### src/rtl/piso_tx_pkg.sv
// Shared definitions for the serial link blocks (piso_tx and the planned sipo_rx).
package piso_tx_pkg;

    typedef enum logic {
        ST_IDLE  = 1'b0,
        ST_SHIFT = 1'b1
    } piso_state_e;

    localparam int unsigned MIN_WIDTH = 2;
    localparam int unsigned MAX_WIDTH = 32;

    function automatic int unsigned countWidth(input int unsigned width);
        return (width < MIN_WIDTH) ? 1 : $clog2(width);
    endfunction

endpackage

### src/rtl/piso_bit_counter.sv
// Mod-WIDTH bit position counter; tc flags the final bit position of a frame.
module piso_bit_counter
    import piso_tx_pkg::*;
#(
    parameter int unsigned WIDTH = 4
) (
    input  logic clk,
    input  logic rst,
    input  logic clr_i,
    input  logic en_i,
    output logic tc_o
);

    localparam int unsigned CW = countWidth(WIDTH);
    localparam logic [CW-1:0] LAST_POS = CW'(WIDTH - 1);

    logic [CW-1:0] count_q;
    logic [CW-1:0] count_d;

    always_comb begin
        count_d = count_q;
        if (clr_i) begin
            count_d = '0;
        end else if (en_i) begin
            count_d = (count_q == LAST_POS) ? '0 : count_q + CW'(1);
        end
    end

    always_ff @(posedge clk or posedge rst) begin
        if (rst) begin
            count_q <= '0;
        end else begin
            count_q <= count_d;
        end
    end

    assign tc_o = (count_q == LAST_POS);

endmodule

### src/rtl/piso_tx.sv
// Parallel-in serial-out transmitter: captures a word on load && ready, then
// shifts it out on q one bit per clock, with back-to-back reload on the last bit.
module piso_tx
    import piso_tx_pkg::*;
#(
    parameter int unsigned WIDTH     = 4,
    parameter bit          MSB_FIRST = 1'b1
) (
    input  logic             clk,
    input  logic             rst,
    input  logic [WIDTH-1:0] din,
    input  logic             load,
    output logic             ready,
    output logic             q,
    output logic             busy,
    output logic             last
);

    piso_state_e      state_q;
    piso_state_e      state_d;
    logic [WIDTH-1:0] shreg_q;
    logic [WIDTH-1:0] shreg_d;
    logic             q_q;
    logic             q_d;
    logic             tc;
    logic             accept;
    logic             cntClr;
    logic             cntEn;

    assign busy   = (state_q == ST_SHIFT);
    assign last   = busy && tc;
    assign ready  = !busy || last;
    assign accept = load && ready;
    assign q      = q_q;

    // Counter restarts on every accepted word and when a frame finishes
    assign cntClr = accept || last;
    assign cntEn  = busy && !tc;

    piso_bit_counter #(
        .WIDTH (WIDTH)
    ) u_bit_counter (
        .clk   (clk),
        .rst   (rst),
        .clr_i (cntClr),
        .en_i  (cntEn),
        .tc_o  (tc)
    );

    always_comb begin
        state_d = state_q;
        shreg_d = shreg_q;
        q_d     = q_q;
        if (accept) begin
            state_d = ST_SHIFT;
            // The first bit goes straight to q; the shift register keeps the rest
            if (MSB_FIRST) begin
                q_d     = din[WIDTH-1];
                shreg_d = din << 1;
            end else begin
                q_d     = din[0];
                shreg_d = din >> 1;
            end
        end else if (last) begin
            state_d = ST_IDLE;
            q_d     = 1'b0;
            shreg_d = '0;
        end else if (busy) begin
            if (MSB_FIRST) begin
                q_d     = shreg_q[WIDTH-1];
                shreg_d = shreg_q << 1;
            end else begin
                q_d     = shreg_q[0];
                shreg_d = shreg_q >> 1;
            end
        end
    end

    always_ff @(posedge clk or posedge rst) begin
        if (rst) begin
            state_q <= ST_IDLE;
            shreg_q <= '0;
            q_q     <= 1'b0;
        end else begin
            state_q <= state_d;
            shreg_q <= shreg_d;
            q_q     <= q_d;
        end
    end

endmodule

### config.mk
export PLATFORM = sky130hd
export DESIGN_NAME = piso_tx
export DESIGN_NICKNAME = d
export VERILOG_FILES = /design/src/rtl/piso_tx_pkg.sv /design/src/rtl/piso_bit_counter.sv /design/src/rtl/piso_tx.sv
export SDC_FILE = /design/constraint.sdc
export NUM_CORES = 1
export LEC_CHECK = 0
export ABC_AREA = 1
export CAP_MARGIN = 10
export CORE_AREA = 2 2 39 41
export DETAILED_ROUTE_END_ITERATION = 10
export DIE_AREA = 0 0 41 43
export GPL_TIMING_DRIVEN = 1
export PLACE_DENSITY = 0.56
export SLEW_MARGIN = 10
export SYNTH_ARGS = -nofsm -noshare
export SYNTH_HDL_FRONTEND = slang
export SYNTH_SLANG_ARGS = --single-unit
export TNS_END_PERCENT = 5
### constraint.sdc
create_clock -name clk -period 1.38 [get_ports clk]
set_clock_uncertainty 0.1 [all_clocks]
set_input_delay 0.276 -clock clk [delete_from_list [all_inputs] [get_ports clk]]
set_output_delay 0.276 -clock clk [all_outputs]
set_load 0.02 [all_outputs]
==> results.sh <==
export IMPL_htree_levels=1
export IMPL_grt_total_usage=0.142
export IMPL_initial_utilization=0.279
export IMPL_antenna_found_initial=0
export IMPL_synth_flop_cell="dfrtp_1"
export IMPL_fp_dieH_um=43
export IMPL_slew_viol_final=0
export IMPL_dp_hpwl_um=652
export IMPL_setup_viol=3
export IMPL_syn_area_per_cell_sq_um=8.59
export IMPL_p_leak_nw=0.307
export IMPL_finalSetupTns_ps=-175
export IMPL_setup_slack_ps=-82.0
export IMPL_finalPower_mw=1.26
export IMPL_path_cells="ha_2 -> inv_2 -> nand2_2 -> buf_6"
export IMPL_synth_most_common_cell="nand3_1"
export IMPL_clk_latency_ps=260
export IMPL_wl_per_cell_um=11.0
export IMPL_cts_inserted_buffers=3
export IMPL_cp_slowest_cell="dfrtp_1"
export IMPL_met2_usage=0.184
export IMPL_fin_crit_ps=1460
export IMPL_core_area_sq_um=1380
export IMPL_maxCapViolCount=0
export IMPL_synth_top_area_cell="dfrtp_1"
export IMPL_ys_warnings_count=0
export IMPL_ir_drop_uv=548
export IMPL_hold_class="input pin to asynchronous set/reset pin"
export IMPL_root_buffer="clkbuf_4"
export IMPL_switching_power_mw=0.513
export IMPL_p_int_mw=0.744
export IMPL_cts_sinks=7
export IMPL_cts_tree="built"
export IMPL_end_kind="output pin"
export IMPL_clk_pin_slew_ps=60
export IMPL_drt_iter0_markers=7
export IMPL_grt_pass1_vias=374
export IMPL_ys_top_cells_by_area="dfrtp_1 (45%), nand3_1 (13%), nand2_1 (6.8%)"
export IMPL_finalWirelength_um=903
export IMPL_drt_first_pass_iters=4
export IMPL_max_slew_margin_rel=0.809
export IMPL_ios=11
export IMPL_post_route_cells_drive_above_1_share=0.364
export IMPL_rows=14
export IMPL_yosysTopAreaCellShare=0.453
export IMPL_hold_viol=0
export IMPL_detail_route_antenna_nets=0
export IMPL_grt_setup_unrepaired="true"
export IMPL_grt_pass1_wl_um=1640
export IMPL_powerDensity_nw_per_um2=2140
export IMPL_grt_max_degree=8
export IMPL_synth_cell_type_count=13
export IMPL_fmax_mhz=684
export IMPL_viasPerCell=4.44
export IMPL_crit_type="register to output pin"
export IMPL_syn_to_final_growth_pct=52.1
export IMPL_path_max_fanout=2
export IMPL_violations="setup timing"
export IMPL_critical_path_arrival_ps=1090
export IMPL_num_vias=364
export IMPL_die_w_um=41
export IMPL_cp_start_kind="register"
export IMPL_grt_use_met1=0.199
export IMPL_worst_slew_pin_transition_ps=286
export IMPL_critPathRequiredTime_ps=1000
export IMPL_place_congestion=0.715
export IMPL_nNetsFinal=76
export IMPL_syn_area_sq_um=387
export IMPL_p_clk_frac=0.157
export IMPL_dieArea_sq_um=1760
export IMPL_finalCritPeriodShare=1.06
export IMPL_power_frac_comb=0.553
export IMPL_synthTopCellsByCount="nand3_1 (10), dfrtp_1 (7), nand2_1 (7), inv_1 (4), inv_2 (4)"
export IMPL_antenna_cells=0
export IMPL_synth_enable_flop_cells=0
export IMPL_synth_seq_cells=7
export IMPL_status="finished, violations left"
export IMPL_port_buffers=10
export IMPL_grt_ovfl_total=0
export IMPL_seqPwrFrac=0.290
export IMPL_slowest_delay_ps=390
export IMPL_grt_busiest_layer="met1"
export IMPL_use_met3=0.0314
export IMPL_synth_cells=45
export IMPL_switching_share=0.408
export IMPL_postSynth_asyncResetShare=1.00
export IMPL_ys_seq_area_frac=0.453
export IMPL_synth_fp_nets=54
export IMPL_cts_max_path_buffers=2
export IMPL_postCtsHoldBufs=0
export IMPL_drc_errors=0
==> cells by family after synthesis <==
kind of cell / share of synthesized area
fa+ha+maj: 0.0647
buf+inv: 0.0776
simple gates: 0.291
flops: 0.453
compound gates: 0.113
==> layout make-up <==
type	count	area (sq um)
Fill cell	150	796
Multi-Input combinational cell	30	184
Sequential cell	7	175
Timing Repair Buffer	17	153
Inverter	8	30.0
Clock buffer	4	26.3
Tap cell	16	20.0
==> sequential cells by signal, summed over array words and instances (netlist names) <==
name / count
shreg_q: 3
u_bit_counter.count_q: 2
busy: 1
q: 1
==> worst max-delay path: cells and delay by family (launching register included) <==
| family | cells | cell delay, ps |
|---|---|---|
| simple gates | 1 | 50 |
| buf+inv | 2 | 190 |
| flops | 1 | 390 |
| fa+ha+maj | 1 | 200 |
==> power groups by stage <==
stage	clock [mW]	combinational (mW)	sequential, mW
after global placement	0	0.699	0.361
after CTS	0.202	0.661	0.364
after global routing	0.213	0.789	0.378
final	0.197	0.695	0.364
after detailed placement	0	0.699	0.367
after floorplan	0	0.346	0.404
==> per-layer routing <==
| layer | routed length (um) | up-vias |
|---|---|---|
| met2 | 435 | 7 |
| met1 | 429 | 169 |
| met5 | 0 | - |
| met4 | 14 | 0 |
| li1 | - | 186 |
| met3 | 23 | 2 |
==> path summary, 6_finish.rpt <==
check	startpoint	end	slack [ps]	cells past startpoint
worst min-delay path	rst	shreg_q[3]	150	2
worst max register to register	u_bit_counter.count_q[1]	u_bit_counter.count_q[0]	130	5
min in group clk	q	q	420	2
max in group asynchronous	rst	u_bit_counter.count_q[0]	800	2
worst max-delay path	u_bit_counter.count_q[1]	ready	-80	4
worst min register to register	q	q	420	2
==> through the flow <==
step / utilization / instance area, sq um / setup WS [ps] / cells / hold WS [ps]
2_1_floorplan: - / 387 / 125 / 45 / -20.6
3_3_place_gp: 0.404 / 559 / -229 / 78 / 403
3_5_place_dp: 0.404 / 559 / -252 / 78 / 407
4_1_cts: 0.416 / 576 / -133 / 82 / 166
5_1_grt: 0.425 / 588 / -126 / 82 / 192
6_report: 0.425 / 588 / -82.0 / 82 / 154
==> cell usage in the layout (no fill, tap or decap), drive strengths merged <==
master / n
buf: 9
inv: 8
clkdlybuf4s50: 6
o21ai: 1
a21oi: 3
ha: 2
nor2: 3
nand3: 10
dlygate4sd2: 2
clkbuf: 4
nand3b: 1
o31ai: 1
nand2: 9
dfrtp: 7
==> timing repair <==
item | in CTS | in global routing
resized for setup | 11 | 5
endpoints found under the setup margin | 4 | 3
endpoints found under the hold margin | 0 | 0
setup buffers | 0 | 0
pin swaps | 1 | 0
No activity file was read; power rests on OpenSTA's default activity.
